<file path="src/rtl/kan_result_serializer_pkg.sv">
// kan_result_serializer_pkg
//   Shared definitions for the result serializer:
//   - state_t / COLLECT / EMIT : two-state FSM encoding
//   - idx_width()              : lane index width, never below 1 bit
//   The per-lane slot struct is declared in the top level, where its field
//   widths (DATA/ID/DEST/USER) are known, and handed to the hold slot as a
//   type parameter.
package kan_result_serializer_pkg;

  typedef logic [0:0] state_t;

  localparam state_t COLLECT = 1'b0;
  localparam state_t EMIT    = 1'b1;

  function automatic int idx_width(input int channels);
    return (channels > 1) ? $clog2(channels) : 1;
  endfunction

endpackage

</file>
<file path="src/rtl/kan_axis_hold_slot.sv">
// kan_axis_hold_slot
//   Single-entry capture register with a full flag.
//   Ports:
//     clk, rst : clock, asynchronous active-high reset
//     load     : capture d and set full
//     clear    : drop full (data is kept, it is simply no longer valid)
//     d        : word plus sidebands to capture
//     full     : slot holds a word not yet emitted
//     q        : captured word plus sidebands
module kan_axis_hold_slot #(
  parameter type slot_t = logic
) (
  input  logic  clk,
  input  logic  rst,
  input  logic  load,
  input  logic  clear,
  input  slot_t d,
  output logic  full,
  output slot_t q
);

  logic  full_reg;
  slot_t q_reg;

  // clear wins over load; the top never asserts both for one slot anyway
  always_ff @(posedge clk or posedge rst) begin
    if (rst) begin
      full_reg <= 1'b0;
      q_reg    <= '0;
    end else if (clear) begin
      full_reg <= 1'b0;
    end else if (load) begin
      full_reg <= 1'b1;
      q_reg    <= d;
    end
  end

  assign full = full_reg;
  assign q    = q_reg;

endmodule

</file>
<file path="src/rtl/kan_result_serializer.sv">
// kan_result_serializer
//   Captures one word from each of CHANNELS AXI-Stream result lanes, then
//   replays the group lane 0 first on a single AXI-Stream master. Flags a
//   group whose tlast bits disagree across lanes.
//   Ports:
//     clk, rst            : clock, asynchronous active-high reset
//     s_axis_rslt_*       : CHANNELS packed input lanes (lane i at slice i)
//     m_axis_*            : serialized output stream, tkeep all ones
//     err_tlast_mismatch  : one-cycle pulse on entering EMIT with mixed tlast
//     busy                : EMIT in progress or any lane slot holding a word
module kan_result_serializer
  import kan_result_serializer_pkg::*;
#(
  parameter int CHANNELS   = 4,
  parameter int DATA_WIDTH = 16,
  parameter int KEEP_WIDTH = (DATA_WIDTH + 7) / 8,
  parameter int ID_WIDTH   = 1,
  parameter int DEST_WIDTH = 1,
  parameter int USER_WIDTH = 1,
  parameter int IDX_W      = idx_width(CHANNELS)
) (
  input  logic                             clk,
  input  logic                             rst,
  input  logic [CHANNELS*DATA_WIDTH-1:0]   s_axis_rslt_tdata,
  input  logic [CHANNELS-1:0]              s_axis_rslt_tvalid,
  output logic [CHANNELS-1:0]              s_axis_rslt_tready,
  input  logic [CHANNELS-1:0]              s_axis_rslt_tlast,
  input  logic [CHANNELS*ID_WIDTH-1:0]     s_axis_rslt_tid,
  input  logic [CHANNELS*DEST_WIDTH-1:0]   s_axis_rslt_tdest,
  input  logic [CHANNELS*USER_WIDTH-1:0]   s_axis_rslt_tuser,
  output logic [DATA_WIDTH-1:0]            m_axis_tdata,
  output logic [KEEP_WIDTH-1:0]            m_axis_tkeep,
  output logic                             m_axis_tvalid,
  input  logic                             m_axis_tready,
  output logic                             m_axis_tlast,
  output logic [ID_WIDTH-1:0]              m_axis_tid,
  output logic [DEST_WIDTH-1:0]            m_axis_tdest,
  output logic [USER_WIDTH-1:0]            m_axis_tuser,
  output logic                             err_tlast_mismatch,
  output logic                             busy
);

  typedef struct packed {
    logic [DATA_WIDTH-1:0] data;
    logic                  last;
    logic [ID_WIDTH-1:0]   id;
    logic [DEST_WIDTH-1:0] dest;
    logic [USER_WIDTH-1:0] user;
  } slot_t;

  state_t           state_reg;
  logic [IDX_W-1:0] idx_reg;
  logic             err_reg;

  logic [CHANNELS-1:0] full;
  logic [CHANNELS-1:0] cap;
  logic [CHANNELS-1:0] slot_last;
  logic [CHANNELS-1:0] last_next;
  slot_t               slot_d [CHANNELS];
  slot_t               slot_q [CHANNELS];
  slot_t               sel;

  logic in_emit;
  logic m_fire;
  logic at_last_idx;
  logic clear_slots;
  logic go_emit;

  assign in_emit     = (state_reg == EMIT);
  assign m_fire      = in_emit & m_axis_tready;
  assign at_last_idx = (idx_reg == IDX_W'(CHANNELS - 1));
  assign clear_slots = m_fire & at_last_idx;

  // Input side only sees the state register and full flags, so m_tready
  // never reaches s_tready combinationally.
  assign s_axis_rslt_tready = in_emit ? '0 : ~full;

  generate
    for (genvar gi = 0; gi < CHANNELS; gi++) begin : g_lane
      assign cap[gi]    = s_axis_rslt_tvalid[gi] & s_axis_rslt_tready[gi];
      assign slot_d[gi] = '{data: s_axis_rslt_tdata[gi*DATA_WIDTH +: DATA_WIDTH],
                            last: s_axis_rslt_tlast[gi],
                            id:   s_axis_rslt_tid[gi*ID_WIDTH +: ID_WIDTH],
                            dest: s_axis_rslt_tdest[gi*DEST_WIDTH +: DEST_WIDTH],
                            user: s_axis_rslt_tuser[gi*USER_WIDTH +: USER_WIDTH]};

      kan_axis_hold_slot #(
        .slot_t (slot_t)
      ) u_slot (
        .clk   (clk),
        .rst   (rst),
        .load  (cap[gi]),
        .clear (clear_slots),
        .d     (slot_d[gi]),
        .full  (full[gi]),
        .q     (slot_q[gi])
      );

      assign slot_last[gi] = slot_q[gi].last;
      // tlast as it will be held after this edge, so the mismatch check can
      // be registered on the same edge that captures the final lane
      assign last_next[gi] = cap[gi] ? s_axis_rslt_tlast[gi] : slot_last[gi];
    end
  endgenerate

  // Enter EMIT on the edge that fills the last empty slot, so m_tvalid rises
  // the cycle right after the final capture.
  assign go_emit = ~in_emit & (&(full | cap));

  always_ff @(posedge clk or posedge rst) begin
    if (rst) begin
      state_reg <= COLLECT;
      idx_reg   <= '0;
      err_reg   <= 1'b0;
    end else begin
      err_reg <= 1'b0;
      if (!in_emit) begin
        if (go_emit) begin
          state_reg <= EMIT;
          idx_reg   <= '0;
          err_reg   <= ((|last_next) != (&last_next));
        end
      end else if (m_fire) begin
        if (at_last_idx) begin
          state_reg <= COLLECT;
          idx_reg   <= '0;
        end else begin
          idx_reg <= idx_reg + 1'b1;
        end
      end
    end
  end

  // Output mux over registered slots
  always_comb begin
    sel = slot_q[0];
    for (int i = 1; i < CHANNELS; i++) begin
      if (idx_reg == IDX_W'(i)) sel = slot_q[i];
    end
  end

  assign m_axis_tvalid      = in_emit;
  assign m_axis_tdata       = sel.data;
  assign m_axis_tid         = sel.id;
  assign m_axis_tdest       = sel.dest;
  assign m_axis_tuser       = sel.user;
  assign m_axis_tkeep       = '1;
  // A misaligned group still emits, but end-of-packet only when every lane agrees
  assign m_axis_tlast       = in_emit & at_last_idx & (&slot_last);
  assign err_tlast_mismatch = err_reg;
  assign busy               = in_emit | (|full);

endmodule

</file>
<file path="config.mk">
export PLATFORM = sky130hd
export DESIGN_NAME = kan_result_serializer
export DESIGN_NICKNAME = d
export VERILOG_FILES = /design/src/rtl/kan_result_serializer_pkg.sv /design/src/rtl/kan_axis_hold_slot.sv /design/src/rtl/kan_result_serializer.sv
export SDC_FILE = /design/constraint.sdc
export NUM_CORES = 1
export LEC_CHECK = 0
export ABC_AREA = 1
export CORE_ASPECT_RATIO = 0.75
export CORE_MARGIN = 8
export CORE_UTILIZATION = 48
export CTS_CLUSTER_DIAMETER = 30
export CTS_CLUSTER_SIZE = 8
export DETAILED_ROUTE_END_ITERATION = 7
export PLACE_DENSITY = 0.8
export REMOVE_ABC_BUFFERS = 1
export SETUP_SLACK_MARGIN = 0.5
export SLEW_MARGIN = 0
export SYNTH_ARGS = -nofsm -noshare
export SYNTH_HDL_FRONTEND = slang
export SYNTH_SLANG_ARGS = --single-unit
export TNS_END_PERCENT = 100
</file>
<file path="constraint.sdc">
create_clock -name clk -period 3.3 [get_ports clk]
set_input_delay 0.33 -clock clk [delete_from_list [all_inputs] [get_ports clk]]
set_output_delay 0.33 -clock clk [all_outputs]
set_load 0.02 [all_outputs]
</file>
## Word level (Yosys, flattened, before mapping)

Index checks and enable logic that the tools add are counted.

| cells by class | value |
|---|---|
| reductions and logical operators | 15 |
| add/subtract/negate cells | 1 |
| bitwise gates (word level) | 14 |
| eq/ne operators | 5 |
| mux-type cells | 26 |

Operator list:

| kind | number |
|---|---|
| $mux 20 | 3 |
| $mux 1 | 18 |
| $reduce_and 4->1 | 3 |
| $reduce_and 2->1 | 5 |
| $reduce_bool 2->1 | 5 |
| $and 1x1->1 | 9 |
| $mux 2 | 4 |
| $reduce_or 4->1 | 2 |
| $eq 2x2->1 const B | 2 |
| $mux 4 | 1 |
| $not 4->4 | 1 |
| $or 4x4->4 | 1 |
| $add 2x1->2 const B | 1 |
| $eq 2x1->1 const B | 1 |
| $ne 2x1->1 const B | 1 |
| $not 1->1 | 2 |
| $ne 1x1->1 | 1 |
| $or 1x1->1 | 1 |

| word-level totals | value |
|---|---|
| output and inout port bits | 29 |
| input port bits | 87 |
| register bits | 88 |
| word-level logic and storage cells | 88 |

## Depth between registers and ports, before layout

Gate-level depths: netlist of run 1.

| logic depth | value |
|---|---|
| depth after elaboration | 8 |
| depth in mapped cells | 10 |
| depth with buffers taken out | 8 |

## By module

A second synthesis of run 1 with hierarchy kept.

| unflattened totals | value |
|---|---|
| cells, all modules | 550 |
| area total of the unflattened synthesis | 4396.7 µm² |

By module, submodules not included:

| module | sequential area each (µm²) | area each (µm²) | times used | cells each |
|---|---|---|---|---|
| kan_axis_hold_slot | 525.5 | 844.6 | 4 | 92 |
| kan_result_serializer | 100.1 | 1018.5 | 1 | 182 |

## Worst setup path after synthesis of run 1

OpenSTA, ideal clock, no wires.

| path | value |
|---|---|
| kind | register to output |
| start point | reg idx_reg[1] |
| end point | out m_axis_tdata[13] |
| data required time | 2970 ps |
| arrival time | 1518 ps |
| setup slack | 1452 ps |
| cell stages (with the launch flop) | 8 |
| cells stage by stage | dfrtp_1 > inv_1 > ha_1 > buf_4 > buf_2 > nand2_1 > a21oi_1 > a2bb2oi_1 |

| on the way | value |
|---|---|
| word-level cells in the longest chain between the ends | 4 |
| elaborated cells on any way between the ends | 6 |
| those cells by class | eq/ne: 3; mux: 3 |

Ends and longest elaborated chain:

| what | line | text |
|---|---|---|
| start: declaration | kan_result_serializer.sv:52 | `logic [IDX_W-1:0] idx_reg;` |
| start signal: assignment | kan_result_serializer.sv:128 | `idx_reg <= idx_reg + 1'b1;` |
| $eq 2x1->1 | kan_result_serializer.sv:138 | `if (idx_reg == IDX_W'(i)) sel = slot_q[i];` |
| $mux 20 (2 in series) | kan_result_serializer.sv:138 |  |
| $mux 20 (*) | kan_result_serializer.sv:138 |  |
| end: declaration | kan_result_serializer.sv:31 | `output logic [DATA_WIDTH-1:0] m_axis_tdata,` |

Mark *: on every way between the ends. The rest lies on a longest branch, timed or not.

## Final worst setup path of run 1

| path | value |
|---|---|
| start point | reg idx_reg[1] |
| end point | out m_axis_tdata[10] |

Same word-level chain as after synthesis.

==> impl_results.html, run 1 <==
<table>
<tr><th>Metric</th><th>Value</th></tr>
<tr><th colspan="2">Die</th></tr>
<tr><td>Starting Density</td><td>between 40% and 50%</td></tr>
<tr><td>Die Span X</td><td>around 120 um</td></tr>
<tr><td>DIE AREA</td><td>between 0.01 and 0.015 sq mm</td></tr>
<tr><td>Std cell rows</td><td>29</td></tr>
<tr><td>Core region area</td><td>0.00849 sq mm</td></tr>
<tr><td>Boundary Pins</td><td>116</td></tr>
<tr><td>Vert. Die Dim</td><td>~97 um</td></tr>
<tr><th colspan="2">CTS</th></tr>
<tr><td>Number of sinks driven by the clock tree</td><td>slightly below 90</td></tr>
<tr><td>H-Tree Depth</td><td>3</td></tr>
<tr><td>CTS buffer count</td><td>9</td></tr>
<tr><td>Clock-pin slew on the worst setup and hold paths</td><td>roughly 0.06 ns</td></tr>
<tr><td>Post-cts hold buffer count</td><td>0</td></tr>
<tr><td>Cell chosen for the clock root</td><td>sky130_fd_sc_hd__clkbuf_16</td></tr>
<tr><td>CTS max path bufs</td><td>2</td></tr>
<tr><td>Clk Latency, worst-skew pair</td><td>around 0.33 ns</td></tr>
<tr><td>CTS tree</td><td>yes</td></tr>
<tr><th colspan="2">STA</th></tr>
<tr><td>Max Clock Skew</td><td>a little under 0.007 ns</td></tr>
<tr><td>Ratio of final minimum period to clock period</td><td>about 83%</td></tr>
<tr><td>Worst-margin pin slew</td><td>0.819 ns</td></tr>
<tr><td>Sum of negative setup slack</td><td>0 ns</td></tr>
<tr><td>Post-route minimum period</td><td>2.73 ns</td></tr>
<tr><td>Final setup margin</td><td>~0.57 ns</td></tr>
<tr><td>Unrepaired setup endpoints after global routing</td><td>yes</td></tr>
<tr><td>Worst-case hold slack</td><td>between 0.4 and 0.5 ns</td></tr>
<tr><td>Total count of hold-check failures in the final report</td><td>0</td></tr>
<tr><td>Setup-violating endpoint count in the final report</td><td>0</td></tr>
<tr><td>Max-slew violations</td><td>0</td></tr>
<tr><td>Relative slew margins</td><td>around 45%</td></tr>
<tr><td>Top achievable clock speed</td><td>366 MHz</td></tr>
<tr><th colspan="2">Status</th></tr>
<tr><td>Status</td><td>finished clean</td></tr>
<tr><th colspan="2">Drt</th></tr>
<tr><td>Vias</td><td>~3200</td></tr>
<tr><td>Total Wirelength</td><td>between 10 and 15 mm</td></tr>
<tr><td>DR DRC count</td><td>0</td></tr>
<tr><td>Via count normalized by instance count</td><td>roughly 5.2</td></tr>
<tr><td>Antenna violation net count after detailed routing</td><td>0</td></tr>
<tr><td>Initial DRC Count</td><td>150</td></tr>
<tr><td>Routed WL per cell</td><td>around 18 um</td></tr>
<tr><td>Drt first pass iters</td><td>4</td></tr>
<tr><th colspan="2">Critical path</th></tr>
<tr><td>Top delay family on crit path</td><td>buffers and inverters</td></tr>
<tr><td>Critical path type</td><td>reg -&gt; out</td></tr>
<tr><td>Arrival time of the worst setup path</td><td>2.40 ns</td></tr>
<tr><td>Maximum fanout encountered on the critical timing path</td><td>19</td></tr>
<tr><td>Sequence of cells on the critical path</td><td>inv_1 &gt; ha_1 &gt; clkinv_2 &gt; nand2_1 &gt; a21oi_1 &gt; a2bb2oi_1 &gt; clkdlybuf4s50_1</td></tr>
<tr><td>Launch point of the worst path</td><td>idx_reg[1]$_DFFE_PP0P_</td></tr>
<tr><td>CP max stage cell</td><td>sky130_fd_sc_hd__clkdlybuf4s50_1</td></tr>
<tr><td>Register-to-register setup slack</td><td>1.28 ns</td></tr>
<tr><td>Reg2Reg Launch Point</td><td>m_axis_tvalid$_DFF_PP0_</td></tr>
<tr><td>Required @ worst endpoint</td><td>2.97 ns</td></tr>
<tr><td>Buffers &amp; Inverters on Critical Path</td><td>3</td></tr>
<tr><td>End of the worst register-to-register path</td><td>m_axis_tvalid$_DFF_PP0_</td></tr>
<tr><td>Worst R2R Path Depth</td><td>5</td></tr>
<tr><td>Crit-path max cell delay</td><td>between 0.6 and 0.7 ns</td></tr>
<tr><td>Critical path capture point type</td><td>output port</td></tr>
<tr><td>Startpoint Class</td><td>flip-flop</td></tr>
<tr><th colspan="2">Pwr</th></tr>
<tr><td>Pint</td><td>0.00360 W</td></tr>
<tr><td>Maximum VDD drop</td><td>~0.66 mV</td></tr>
<tr><td>Static leakage</td><td>~2.6 nW</td></tr>
<tr><td>Combinational share of power</td><td>48.2%</td></tr>
<tr><td>Net switching component of the power</td><td>~0.0021 W</td></tr>
<tr><td>Clock network fraction of total power</td><td>between 10% and 20%</td></tr>
<tr><td>Register share of total power</td><td>approximately a third</td></tr>
<tr><td>PD cells</td><td>roughly 990 mW/mm^2</td></tr>
<tr><td>Switching share of power</td><td>36.4%</td></tr>
<tr><th colspan="2">Layout</th></tr>
<tr><td>Post-synthesis to final-layout area growth</td><td>35.9%</td></tr>
<tr><td>Fill cells</td><td>between 600 and 700</td></tr>
<tr><td>Most common cell after layout, fill and taps aside</td><td>sky130_fd_sc_hd__clkdlybuf4s50_1</td></tr>
<tr><td>Number of nets in the layout</td><td>approximately 600</td></tr>
<tr><td>Leading cell types in the layout, fill and taps excluded</td><td>108 x sky130_fd_sc_hd__clkdlybuf4s50_1, 88 x sky130_fd_sc_hd__dfrtp_1, 65 x sky130_fd_sc_hd__mux2_2</td></tr>
<tr><td>Layout cell share with drive strength beyond 1</td><td>21.3%</td></tr>
<tr><td>Footprint of the multi-input gates</td><td>0.00174 sq mm</td></tr>
<tr><td>Flip-flop count of the largest register after layout</td><td>80</td></tr>
<tr><td>Ant. Diodes</td><td>0</td></tr>
<tr><td>Sequential Area</td><td>0.00220 sq mm</td></tr>
<tr><th colspan="2">Synthesis</th></tr>
<tr><td>Number of flip-flops and latches in the synthesized netlist</td><td>88</td></tr>
<tr><td>Synth Warn #</td><td>0</td></tr>
<tr><td>Share of the synthesized area in the top cell type</td><td>a little over half</td></tr>
<tr><td>Cell count after synthesis</td><td>386</td></tr>
<tr><td>Number of different library cells in the post-synthesis netlist</td><td>30</td></tr>
<tr><td>Ranking of synthesized cells by area</td><td>sky130_fd_sc_hd__dfrtp_1 52%, sky130_fd_sc_hd__mux2_2 17%, sky130_fd_sc_hd__nand2_1 4.7%, sky130_fd_sc_hd__a21oi_1 3.7%, sky130_fd_sc_hd__nor2_1 3.3%</td></tr>
<tr><td>Cell area after synthesis</td><td>between 0.004 and 0.005 sq mm</td></tr>
<tr><td>Synthesized area per cell</td><td>roughly 11 sq um</td></tr>
<tr><td>Asr flop ratio synth</td><td>100%</td></tr>
<tr><td>Share of synthesized area occupied by flip-flops and latches</td><td>a little over half</td></tr>
<tr><td>Count of flip-flops with a built-in enable after synthesis</td><td>0</td></tr>
<tr><td>Prevailing post-synth register cell</td><td>sky130_fd_sc_hd__dfrtp_1</td></tr>
<tr><td>Post-synth top area cell</td><td>sky130_fd_sc_hd__dfrtp_1</td></tr>
<tr><th colspan="2">Hold path</th></tr>
<tr><td>Kind of path behind the tightest hold check</td><td>in -&gt; async</td></tr>
<tr><th colspan="2">Global routing</th></tr>
<tr><td>Total grt overflow</td><td>0</td></tr>
<tr><td>Overall global routing resource usage</td><td>18.3%</td></tr>
<tr><td>Via count of the first global-routing pass</td><td>approximately 3500</td></tr>
<tr><td>Largest net degree at the start of global routing</td><td>47</td></tr>
<tr><td>Number of antenna violations at the first check in global routing</td><td>0</td></tr>
<tr><td>Wire length of the first global-routing pass</td><td>roughly 17 mm</td></tr>
<tr><th colspan="2">Job</th></tr>
<tr><td>Max-cap violations</td><td>0</td></tr>
<tr><th colspan="2">Placed design</th></tr>
<tr><td>HPWL after detailed placement</td><td>7.71 mm</td></tr>
<tr><td>Post-placement setup slack</td><td>0.784 ns</td></tr>
<tr><td>Count of buffers from port buffering</td><td>113</td></tr>
<tr><td>GPL Wtd Cong</td><td>roughly 0.8</td></tr>
</table>
==> per-stage QoR <==
stage | total power, W | instances | area, sq um | utilization [%]
final | 0.00566 | 611 | 5720 | 67.3
after global routing | 0.00602 | 611 | 5720 | 67.3
after CTS | 0.00570 | 608 | 5670 | 66.8
after detailed placement | 0.00465 | 591 | 5360 | 63.1
after global placement | 0.00454 | 591 | 5360 | 63.1
after floorplan | 0.00358 | 364 | 4040 | -
==> cell usage after synthesis, types with 4 or more instances <==
| cell | count |
|---|---|
| sky130_fd_sc_hd__nand3_1 | 4 |
| sky130_fd_sc_hd__o21a_1 | 10 |
| sky130_fd_sc_hd__nand2_1 | 53 |
| sky130_fd_sc_hd__mux2_2 | 65 |
| sky130_fd_sc_hd__a2bb2oi_1 | 9 |
| sky130_fd_sc_hd__clkbuf_1 | 5 |
| sky130_fd_sc_hd__dfrtp_1 | 88 |
| sky130_fd_sc_hd__inv_1 | 28 |
| sky130_fd_sc_hd__a21oi_1 | 31 |
| sky130_fd_sc_hd__buf_2 | 5 |
| sky130_fd_sc_hd__nor2_1 | 37 |
| sky130_fd_sc_hd__o31ai_1 | 10 |
| sky130_fd_sc_hd__buf_6 | 8 |
| sky130_fd_sc_hd__buf_4 | 4 |
==> worst register-to-register path, cell delays in order, from the launching register on <==
cell	delay [ns]
sky130_fd_sc_hd__dfrtp_1	0.78
sky130_fd_sc_hd__nor2_8	0.06
sky130_fd_sc_hd__nand2_2	0.56
sky130_fd_sc_hd__nand2_1	0.20
sky130_fd_sc_hd__nand4_1	0.18
sky130_fd_sc_hd__o21ai_0	0.12
==> per-layer routing <==
metal	vias up	wire length [um]	part of all wire, %	track usage [%]
met4	0	78	0.72	4.11
met1	1540	4600	42	22.5
met5	-	0	0	0
met2	106	5310	49	29.8
li1	1502	-	-	-
met3	7	864	8.0	6.56
==> worst max-delay path by stage <==
stage,end,cells after the start
floorplan,err_tlast_mismatch$_DFF_PP0_,1
detailed placement,m_axis_tdata[2],7
CTS,m_axis_tdata[10],7
global placement,m_axis_tdata[7],7
global route,m_axis_tdata[10],7
finish,m_axis_tdata[10],7
==> kinds of logic (layout without fill, tap and decap cells) <==
kind of cell / count (synthesis) / after routing / synth area share [%]
simple gates: 113 / 113 / 12.6
flops: 88 / 88 / 52.3
mux: 67 / 67 / 18.1
compound gates: 62 / 62 / 9.37
buf+inv: 52 / 168 / 6.57
fa+ha+maj: 3 / 3 / 0.892
other cells: 1 / 2 / 0.0891
==> power by group through the flow <==
stage,logic (W),registers (W),clock network (W)
after detailed placement,0.00271,0.00193,0
after CTS,0.00275,0.00192,0.00104
final,0.00273,0.00192,0.00101
after floorplan,0.00172,0.00186,0
after global placement,0.00264,0.00190,0
after global routing,0.00296,0.00198,0.00108
==> cell type report <==
cell class	instances	share of cell area, %
Multi-Input combinational cell	247	30.5
Sequential cell	88	38.5
Clock inverter	4	0.941
Timing Repair Buffer	122	21.3
Timing Repair inverter	1	0.0875
Tap cell	108	2.36
Clock buffer	12	4.31
Inverter	29	2.01
==> timing repair <==
| item | CTS | global route |
|---|---|---|
| endpoints found under the setup margin | 19 | 15 |
| setup buffers | 0 | 3 |
| hold endpoints to repair | 0 | 0 |
| gates resized for setup | 3 | 7 |
| gates cloned | 1 | 0 |
Power figures use the tool's default switching activity.
==> run 2, diff against run 1 <==
clock period = 2.6 ns   (was 3.3 ns; I/O delays follow)
==> run 2 against run 1 <==
Critical endpoint is now m_axis_tdata[0]. Die area unchanged. Clock power increased by 31%. Clock-buffer cell count decreased by 1. Critical path depth fell by 1. Non-clock buffer count is 6 higher. Setup slack got worse by 0.028 ns. Final area grew 3.5%. Clock skew down 0.00070 ns. Highest routed layer unchanged. Combinational power is 40% higher.
==> impl_results.html, run 2 (same netlist as run 1, synthesis figures left out) <==
<table>
<tr><th>Metric</th><th>Value</th></tr>
<tr><th colspan="2">Status</th></tr>
<tr><td>Status</td><td>finished clean</td></tr>
<tr><th colspan="2">Layout</th></tr>
<tr><td>Layout cell share with drive strength beyond 1</td><td>31.9% (+11 points)</td></tr>
<tr><td>Ant. Diodes</td><td>0 (unchanged)</td></tr>
<tr><td>Number of nets in the layout</td><td>593 (+0.85%)</td></tr>
<tr><td>Post-route cell area</td><td>0.00592 sq mm (+3.5%)</td></tr>
<tr><td>Most common cell after layout, fill and taps aside</td><td>sky130_fd_sc_hd__clkdlybuf4s50_1</td></tr>
<tr><td>Post-synthesis to final-layout area growth</td><td>40.7%</td></tr>
<tr><td>Leading cell types in the layout, fill and taps excluded</td><td>93 x sky130_fd_sc_hd__clkdlybuf4s50_1, 86 x sky130_fd_sc_hd__dfrtp_1, 65 x sky130_fd_sc_hd__mux2_2</td></tr>
<tr><td>Flip-flop count of the largest register after layout</td><td>80 (unchanged)</td></tr>
<tr><th colspan="2">Critical path</th></tr>
<tr><td>End of the worst register-to-register path</td><td>idx_reg[1]$_DFFE_PP0P_</td></tr>
<tr><td>Reg2Reg Launch Point</td><td>m_axis_tvalid$_DFF_PP0_</td></tr>
<tr><td>Required @ worst endpoint</td><td>2.34 ns (-0.63 ns)</td></tr>
<tr><td>Worst R2R Path Depth</td><td>6 (+1)</td></tr>
<tr><td>Startpoint Class</td><td>flip-flop</td></tr>
<tr><td>Critical path type</td><td>reg -&gt; out</td></tr>
<tr><td>Maximum fanout encountered on the critical timing path</td><td>14 (-5)</td></tr>
<tr><td>Register-to-register setup slack</td><td>0.78 ns (-0.50 ns)</td></tr>
<tr><td>Arrival time of the worst setup path</td><td>1.80 ns (-0.60 ns)</td></tr>
<tr><td>Critical path capture point type</td><td>output port</td></tr>
<tr><th colspan="2">Pwr</th></tr>
<tr><td>Pint</td><td>0.00475 W (+32%)</td></tr>
<tr><td>PD cells</td><td>1290 mW/mm^2 (+30%)</td></tr>
<tr><td>Maximum VDD drop</td><td>1.06 mV (+61%)</td></tr>
<tr><td>Switching share of power</td><td>37.6% (+1.2 points)</td></tr>
<tr><td>Net switching component of the power</td><td>0.00286 W (+39%)</td></tr>
<tr><td>Register share of total power</td><td>32.5% (-1.4 points)</td></tr>
<tr><td>Combinational share of power</td><td>50.1% (+1.9 points)</td></tr>
<tr><td>Clock network fraction of total power</td><td>17.4% (-0.5 points)</td></tr>
<tr><td>Static leakage</td><td>2.70 nW (+2.2%)</td></tr>
<tr><th colspan="2">CTS</th></tr>
<tr><td>CTS max path bufs</td><td>2 (unchanged)</td></tr>
<tr><td>CTS tree</td><td>yes</td></tr>
<tr><td>CTS buffer count</td><td>9 (unchanged)</td></tr>
<tr><td>Clock-pin slew on the worst setup and hold paths</td><td>0.06 ns (about the same)</td></tr>
<tr><td>Number of sinks driven by the clock tree</td><td>88 (unchanged)</td></tr>
<tr><td>Clk Latency, worst-skew pair</td><td>0.34 ns (about the same)</td></tr>
<tr><td>H-Tree Depth</td><td>3 (unchanged)</td></tr>
<tr><td>Cell chosen for the clock root</td><td>sky130_fd_sc_hd__clkbuf_16</td></tr>
<tr><td>Post-cts hold buffer count</td><td>0 (unchanged)</td></tr>
<tr><th colspan="2">Drt</th></tr>
<tr><td>Total Wirelength</td><td>11.5 mm (+5.8%)</td></tr>
<tr><td>Antenna violation net count after detailed routing</td><td>0 (unchanged)</td></tr>
<tr><td>Initial DRC Count</td><td>148 (-1.3%)</td></tr>
<tr><td>Drt first pass iters</td><td>4 (unchanged)</td></tr>
<tr><td>DR DRC count</td><td>0 (unchanged)</td></tr>
<tr><td>Via count normalized by instance count</td><td>5.29 (+2.4%)</td></tr>
<tr><td>Vias</td><td>3257 (+3.2%)</td></tr>
<tr><td>Routed WL per cell</td><td>18.6 um (+4.9%)</td></tr>
<tr><th colspan="2">Die</th></tr>
<tr><td>Core region area</td><td>0.00849 sq mm (unchanged)</td></tr>
<tr><td>Vert. Die Dim</td><td>97.1 um (unchanged)</td></tr>
<tr><td>Std cell rows</td><td>29 (unchanged)</td></tr>
<tr><td>Boundary Pins</td><td>116 (unchanged)</td></tr>
<tr><td>Starting Density</td><td>49.5% (unchanged)</td></tr>
<tr><td>DIE AREA</td><td>0.0120 sq mm (unchanged)</td></tr>
<tr><td>Die Span X</td><td>124 um (unchanged)</td></tr>
<tr><th colspan="2">STA</th></tr>
<tr><td>Sum of negative setup slack</td><td>0 ns (unchanged)</td></tr>
<tr><td>Relative slew margins</td><td>51.0% (+5.7 points)</td></tr>
<tr><td>Worst-margin pin slew</td><td>0.734 ns (-0.0852 ns)</td></tr>
<tr><td>Total count of hold-check failures in the final report</td><td>0 (unchanged)</td></tr>
<tr><td>Setup-violating endpoint count in the final report</td><td>0 (unchanged)</td></tr>
<tr><td>Post-route minimum period</td><td>a little over 2 ns</td></tr>
<tr><td>Unrepaired setup endpoints after global routing</td><td>yes</td></tr>
<tr><td>Max Clock Skew</td><td>0.00608 ns (-0.000703 ns)</td></tr>
<tr><td>Top achievable clock speed</td><td>between 400 and 500 MHz</td></tr>
<tr><td>Max-slew violations</td><td>0 (unchanged)</td></tr>
<tr><td>Ratio of final minimum period to clock period</td><td>between 70% and 80%</td></tr>
<tr><th colspan="2">Placed design</th></tr>
<tr><td>Count of buffers from port buffering</td><td>113 (unchanged)</td></tr>
<tr><td>GPL Wtd Cong</td><td>0.821 (+0.11%)</td></tr>
<tr><td>Dpl cell area</td><td>0.00541 sq mm (+1.0%)</td></tr>
<tr><td>HPWL after detailed placement</td><td>7.99 mm (+3.6%)</td></tr>
<tr><th colspan="2">Global routing</th></tr>
<tr><td>Overall global routing resource usage</td><td>19.1% (+0.87 points)</td></tr>
<tr><td>Number of antenna violations at the first check in global routing</td><td>0 (unchanged)</td></tr>
<tr><td>Total grt overflow</td><td>0 (unchanged)</td></tr>
<tr><td>Wire length of the first global-routing pass</td><td>17.9 mm (+3.2%)</td></tr>
<tr><td>Largest net degree at the start of global routing</td><td>49 (+4.3%)</td></tr>
<tr><td>Via count of the first global-routing pass</td><td>3443 (-0.61%)</td></tr>
<tr><th colspan="2">Hold path</th></tr>
<tr><td>Kind of path behind the tightest hold check</td><td>in -&gt; async</td></tr>
<tr><th colspan="2">Job</th></tr>
<tr><td>Max-cap violations</td><td>0 (unchanged)</td></tr>
</table>
run 2: cell count changes in the layout (fill, tap and decap cells not counted), sizes merged:
| cell | previous run | this run |
|---|---|---|
| buf | 9 | 34 |
| clkdlybuf4s50 | 108 | 93 |
| dlymetal6s2s | 5 | 0 |
| clkinvlp | 4 | 2 |
| inv | 26 | 28 |
run 2: layout make-up:
cell class	count	area, sq um
Clock buffer	11	253
Clock inverter	5	55.1
Fill cell	626	2570
Inverter	29	115
Multi-Input combinational cell	247	1880
Sequential cell	88	2200
Tap cell	108	135
Timing Repair Buffer	128	1280
run 2: through the flow:
stage	hold WS, ns	setup WS, ns	cells	total power, W	util [%]
floorplan	0.409	0.0614	364	0.00454	-
global placement	0.486	0.375	595	0.00584	63.7
detailed placement	0.494	0.282	595	0.00596	63.7
CTS	0.362	0.340	612	0.00717	67.2
global route	0.406	0.460	616	0.00806	69.7
finish	0.347	0.540	616	0.00760	69.7
run 2: worst max path at each step:
stage / start / to / depth (start not counted)
final: idx_reg[1]$_DFFE_PP0P_ / m_axis_tdata[0] / 6
after global routing: idx_reg[1]$_DFFE_PP0P_ / m_axis_tdata[0] / 6
after CTS: idx_reg[0]$_DFFE_PP0P_ / m_axis_tdata[0] / 6
after detailed placement: idx_reg[1]$_DFFE_PP0P_ / m_axis_tdata[0] / 8
after global placement: idx_reg[0]$_DFFE_PP0P_ / m_axis_tdata[7] / 7
after floorplan: rst / err_tlast_mismatch$_DFF_PP0_ / 1
run 2: power by group through the flow:
stage | clock network (W) | registers (W) | logic (W)
after CTS | 0.00135 | 0.00245 | 0.00337
after global routing | 0.00140 | 0.00254 | 0.00411
after detailed placement | 0 | 0.00246 | 0.00351
after floorplan | 0 | 0.00236 | 0.00218
after global placement | 0 | 0.00242 | 0.00341
final | 0.00132 | 0.00247 | 0.00381
run 2: per-layer routing:
layer | global-route usage [%] | vias up | part of all wire [%] | routed length, um
li1 | - | 1523 | - | -
met1 | 24.0 | 1616 | 41 | 4710
met2 | 29.7 | 106 | 48 | 5530
met3 | 7.43 | 12 | 9.6 | 1100
met4 | 5.75 | 0 | 1.1 | 131
met5 | 0 | - | 0 | 0
run 2: worst max-delay path, stage by stage, from the launching register on:
cell                      delay [ns]
sky130_fd_sc_hd__dfrtp_1        0.40
sky130_fd_sc_hd__buf_4          0.15
sky130_fd_sc_hd__ha_4           0.18
sky130_fd_sc_hd__buf_8          0.17
sky130_fd_sc_hd__o31ai_4        0.25
sky130_fd_sc_hd__o21a_1         0.14
sky130_fd_sc_hd__buf_2          0.16
run 2: what timing repair did:
| item | 4_1_cts | 5_1_grt |
|---|---|---|
| cloned | 0 | 1 |
| resized for setup | 98 | 58 |
| setup buffers | 1 | 3 |
| endpoints found under the setup margin | 25 | 20 |
| pin swaps | 0 | 2 |
